[src/rtl/mem_arb_pkg.sv]
// mem_arb_pkg: shared types for the IF/MEM memory port arbiter.
//   arb_state_e : transaction FSM states
//   arb_sel_e   : which requester owns the current transaction
package mem_arb_pkg;

  typedef enum logic [1:0] {IDLE, ISSUE, WAIT, DONE} arb_state_e;
  typedef enum logic {SEL_IF, SEL_DATA} arb_sel_e;

endpackage

[src/rtl/arb_starve_ctr.sv]
// arb_starve_ctr: counts consecutive data selections made while fetch is
// waiting, and flags when fetch must win the next arbitration.
// Only built when MEM_ARB_STARVE_GUARD_EN is defined.
//   clk, rst  : clock, async active-high reset
//   idle      : arbiter is in IDLE (arbitration cycle)
//   if_req    : fetch request pending
//   pick_data : this IDLE cycle selects the data requester
//   trip      : count has reached STARVE_MAX
module arb_starve_ctr #(
  parameter int STARVE_MAX = 4
) (
  input  logic clk,
  input  logic rst,
  input  logic idle,
  input  logic if_req,
  input  logic pick_data,
  output logic trip
);

  localparam int CW = $clog2(STARVE_MAX + 1);

  logic [CW-1:0] cnt;

  // With if_req high, every IDLE cycle is an arbitration, so "not data"
  // means fetch was selected and the count restarts.
  always_ff @(posedge clk or posedge rst) begin
    if (rst)
      cnt <= '0;
    else if (idle) begin
      if (!if_req || !pick_data)
        cnt <= '0;
      else if (!trip)
        cnt <= cnt + 1'b1;
    end
  end

  assign trip = (cnt == CW'(STARVE_MAX));

endmodule

[src/rtl/mem_port_arbiter.sv]
// mem_port_arbiter: shares one single-port memory between fetch (IF) and
// load/store (MEM). One transaction outstanding; data wins by default.
// Optional fetch starvation guard: define MEM_ARB_STARVE_GUARD_EN.
//   if_req/if_addr            -> if_done/if_rdata  : fetch read, hold until done
//   d_req/d_we/d_addr/d_wdata/d_wstrb -> d_done/d_rdata : data access
//   mem_req/we/addr/wdata/wstrb, mem_gnt          : memory command handshake
//   mem_rvalid/mem_rdata                          : one response per command
// All outputs come from registers or FSM state.
module mem_port_arbiter
  import mem_arb_pkg::*;
#(
  parameter int ADDR_W     = 32,
  parameter int DATA_W     = 32,
  parameter int STARVE_MAX = 4
) (
  input  logic                clk,
  input  logic                rst,
  input  logic                if_req,
  input  logic [ADDR_W-1:0]   if_addr,
  output logic                if_done,
  output logic [DATA_W-1:0]   if_rdata,
  input  logic                d_req,
  input  logic                d_we,
  input  logic [ADDR_W-1:0]   d_addr,
  input  logic [DATA_W-1:0]   d_wdata,
  input  logic [DATA_W/8-1:0] d_wstrb,
  output logic                d_done,
  output logic [DATA_W-1:0]   d_rdata,
  output logic                mem_req,
  output logic                mem_we,
  output logic [ADDR_W-1:0]   mem_addr,
  output logic [DATA_W-1:0]   mem_wdata,
  output logic [DATA_W/8-1:0] mem_wstrb,
  input  logic                mem_gnt,
  input  logic                mem_rvalid,
  input  logic [DATA_W-1:0]   mem_rdata
);

  if (STARVE_MAX < 1 || DATA_W % 8 != 0) begin : g_bad_cfg
    $error("mem_port_arbiter: STARVE_MAX must be >= 1, DATA_W a multiple of 8");
  end

  arb_state_e state, state_nxt;
  arb_sel_e   sel;
  logic       trip;
  logic       pick_data;
  logic       any_req;

  assign any_req   = if_req || d_req;
  // Data wins unless the guard has tripped and fetch is actually waiting.
  assign pick_data = d_req && (!trip || !if_req);

`ifdef MEM_ARB_STARVE_GUARD_EN
  arb_starve_ctr #(.STARVE_MAX(STARVE_MAX)) u_starve (
    .clk       (clk),
    .rst       (rst),
    .idle      (state == IDLE),
    .if_req    (if_req),
    .pick_data (pick_data),
    .trip      (trip)
  );
`else
  assign trip = 1'b0;
`endif

  always_ff @(posedge clk or posedge rst) begin
    if (rst) state <= IDLE;
    else     state <= state_nxt;
  end

  always_comb begin
    state_nxt = state;
    case (state)
      IDLE:    if (any_req)    state_nxt = ISSUE;
      ISSUE:   if (mem_gnt)    state_nxt = WAIT;
      WAIT:    if (mem_rvalid) state_nxt = DONE;
      DONE:                    state_nxt = IDLE;
      default:                 state_nxt = IDLE;
    endcase
  end

  assign mem_req = (state == ISSUE);
  assign if_done = (state == DONE) && (sel == SEL_IF);
  assign d_done  = (state == DONE) && (sel == SEL_DATA);

  // Command latch and response registers. mem_rvalid is only honoured in
  // WAIT, so responses left over from before a reset are dropped.
  always_ff @(posedge clk or posedge rst) begin
    if (rst) begin
      sel       <= SEL_IF;
      mem_we    <= 1'b0;
      mem_addr  <= '0;
      mem_wdata <= '0;
      mem_wstrb <= '0;
      if_rdata  <= '0;
      d_rdata   <= '0;
    end else begin
      if (state == IDLE && any_req) begin
        if (pick_data) begin
          sel       <= SEL_DATA;
          mem_we    <= d_we;
          mem_addr  <= d_addr;
          mem_wdata <= d_wdata;
          mem_wstrb <= d_wstrb;
        end else begin
          sel       <= SEL_IF;
          mem_we    <= 1'b0;
          mem_addr  <= if_addr;
          mem_wdata <= '0;
          mem_wstrb <= '0;
        end
      end
      if (state == WAIT && mem_rvalid) begin
        if (sel == SEL_IF) if_rdata <= mem_rdata;
        else               d_rdata  <= mem_we ? '0 : mem_rdata;
      end
    end
  end

endmodule

[config.mk]
export PLATFORM = sky130hd
export DESIGN_NAME = mem_port_arbiter
export DESIGN_NICKNAME = d
export VERILOG_FILES = /design/src/rtl/mem_arb_pkg.sv /design/src/rtl/arb_starve_ctr.sv /design/src/rtl/mem_port_arbiter.sv
export SDC_FILE = /design/constraint.sdc
export NUM_CORES = 1
export LEC_CHECK = 0
export CORE_MARGIN = 2
export CORE_UTILIZATION = 37
export DETAILED_ROUTE_END_ITERATION = 10
export PLACE_DENSITY = 0.77
export SYNTH_ARGS = -nofsm -noshare
export SYNTH_HDL_FRONTEND = slang
export SYNTH_SLANG_ARGS = --single-unit
[constraint.sdc]
create_clock -name clk -period 4.9 [get_ports clk]
set_input_delay 0.98 -clock clk [delete_from_list [all_inputs] [get_ports clk]]
set_output_delay 0.98 -clock clk [all_outputs]
set_load 0.005 [all_outputs]
==> results.py <==
metrics = {
    "status": {
        "status": "finished clean",
    },
    "layout": {
        "antenna_cells": 0,
        "final_area_um2": 9261,
        "areaGrowthSynthToFinish_pct": 59.56,
        "drive_gt1_frac": 0.09340,
        "fillers": 1260,
        "fin_nets": 933,
        "multi_input_area_um2": 2183,
        "ff_latch_area_um2": 3403,
    },
    "pwr": {
        "power_density_nw_per_um2": 603.3,
        "finalPower_mw": 5.587,
        "leakage_nw": 4.287,
        "ir_drop_uv": 264.7,
    },
    "route": {
        "antenna_left": 0,
        "wl_per_cell_um": 15.26,
        "viasPerCell": 4.590,
        "first_pass_iters": 4,
        "drt_iter0_markers": 227,
        "drt_wl_total_mm": 15.47,
        "drc": 0,
        "vias": 4654,
    },
    "min_path": {
        "hp-class": "flop to flop",
        "hold_end": "mem_wdata[12]$_DFFE_PP0P_",
        "hp-start": "mem_wdata[12]$_DFFE_PP0P_",
        "whs_path_depth": 2,
    },
    "global_route": {
        "grt_overflow": 0,
        "grt_pass1_wl_mm": 25.04,
        "grt_use_total": 0.1944,
        "antenna_found_initial": 0,
        "grt_max_degree": 89,
        "grt_pass1_vias": 4733,
    },
    "logic_synthesis": {
        "synth_cell_types": 23,
        "synth_seq_cells": 136,
        "synth.area.top_cells": "dfrtp_1, nand2_1, mux2_4",
        "ys.flop_type": "dfrtp_1",
        "synthArstFlopShare": 1.000,
        "synth_top_area_frac": 0.5863,
        "synth_edf_count": 0,
        "synth_top_area_cell": "dfrtp_1",
        "synth_common_cells": "nand2_1, dfrtp_1, o21ai_0, nand3_1",
        "synth_area_um2": 5804,
        "syn_area_per_cell_um2": 11.01,
        "yosysWarnings": 0,
        "netlist_instances": 527,
        "seq_area_frac_synth": 0.5863,
        "synth.most_common_cell": "nand2_1",
        "syn_nets": 670,
    },
    "floorplanning": {
        "io-pin-count": 275,
        "std_cell_rows": 45,
        "die_h_um": 129.3,
        "initial_core_util": 0.3804,
        "die_x_um": 129.3,
        "core-area_um2": 15260,
        "die-area_um2": 16710,
    },
    "setup_path": {
        "required_ps": 3920,
        "regToRegStartpoint": "state[0]$_DFFE_PP0P_",
        "worstSetupStartpointType": "flop",
        "worst_path_dominant_cell_family": "flip-flops",
        "timing.rr.end": "d_rdata[13]$_DFFE_PP0P_",
        "crit_path_end_kind": "output port",
        "worst_path_largest_cell_delay_ps": 920,
        "critical_path_class": "flop to output port",
        "ff2ff_setup_slack_ps": 2540,
        "cp.depth": 1,
        "worstPathCellList": "clkdlybuf4s50_1",
        "crit_fanout": 34,
        "path_buf_inv": 1,
        "worst_path_max_delay_cell": "dfrtp_1",
        "worst_ep_arrival_time_ps": 1990,
        "r2r.worst_path.cells": 5,
    },
    "timing": {
        "maxSlewViolCount": 0,
        "slew_headroom": 0.3023,
        "worst_pin_slew_ps": 1045,
        "setup_tns_ps": 0,
        "skew_ps": 8.691,
        "period_minus_slack_ps": 2969,
        "finalHoldViolCount": 0,
        "rsz0062_at_grt": "no",
        "fmax_ghz": 0.3368,
        "setup_viol": 0,
        "worst_hold_slack_ps": 463.8,
        "min_period_over_period": 0.6060,
    },
    "place": {
        "dp_hpwl_mm": 11.13,
        "gp_congestion": 0.7691,
        "place_area_um2": 8648,
        "io_buffer_count": 274,
    },
    "cts": {
        "cts_resized": 0,
        "clkTransAtPathRegs_ps": 60,
        "cts_tree": "done",
        "cts_max_level": 4,
        "cts_buffers": 17,
        "post_cts.repair.setup_buffers": 0,
        "clk_latency_ps": 410,
        "clk_path_buf_depth": 2,
        "cts_sinks": 136,
        "cts-root-buf": "clkbuf_16",
        "cts_hold_buf": 0,
    },
    "flow_run": {
        "cap_violations": 0,
    },
}
power by group:
group / internal (mW) / total [mW] / switching (mW)
Sequential: 1.66 / 1.98 / 0.321
Combinational: 1.43 / 2.29 / 0.860
Clock: 0.820 / 1.31 / 0.493
Total: 3.91 / 5.59 / 1.67
cell type report:
cell class	instances	share of cell area
Clock buffer	19	0.04782
Clock inverter	13	0.01837
Inverter	4	0.002162
Multi-Input combinational cell	352	0.2357
Sequential cell	136	0.3675
Tap cell	211	0.02851
Timing Repair Buffer	279	0.2999
routing by layer:
metal,part of all wire,up-vias,track usage
li1,-,2276,-
met1,0.41,2162,0.2294
met2,0.48,196,0.3238
met3,0.087,18,0.07391
met4,0.017,2,0.07225
met5,0.0039,-,0
logic make-up (layout without fill, tap and decap cells):
group                    Yosys count  after routing  share of synthesized area
buffers and inverters             39            315                    0.03880
AND/OR/NAND/NOR                  216            216                     0.1666
flip-flops                       136            136                     0.5863
adder cells (fa/ha/maj)            4              4                   0.008623
multiplexers                      65             65                     0.1386
AO/OA/AOI/OAI                     67             67                    0.06100
worst max-delay path by stage:
stage	from	endpoint	slack, ps
floorplan	rst	d_rdata[0]$_DFFE_PP0P_	280
global placement	if_req	mem_addr[27]$_DFFE_PP0P_	1970
detailed placement	if_req	mem_addr[27]$_DFFE_PP0P_	1880
CTS	mem_we$_DFFE_PP0P_	mem_we	1890
global route	mem_we$_DFFE_PP0P_	mem_we	1810
finish	mem_we$_DFFE_PP0P_	mem_we	1930
cells in the final DEF (no fill, tap or decap), types with 4 or more instances in the layout:
master,netlist,final
clkdlybuf4s50_1,0,273
mux2i_1,32,32
clkbuf_16,0,17
buf_4,8,6
mux2_4,30,30
nand2b_1,32,32
ha_1,4,4
inv_6,0,4
o21ai_1,13,13
o21ai_0,51,51
dfrtp_1,136,136
nand3_1,37,37
nand2_1,141,141
per-stage QoR:
step                  util  worst slack [ps]  cells
floorplan                -             280.5    527
global placement    0.5668              1967    982
detailed placement  0.5668              1876    982
CTS                 0.6070              1890   1014
global route        0.6070              1811   1014
finish              0.6070              1931   1014
state kept, by name, indices dropped and copies added (netlist names):
| register | cells |
|---|---|
| if_rdata | 32 |
| mem_addr | 32 |
| state | 2 |
| d_rdata | 32 |
| sel | 1 |
| mem_wdata | 32 |
| mem_wstrb | 4 |
| mem_we | 1 |
Power figures use the tool's default switching activity.
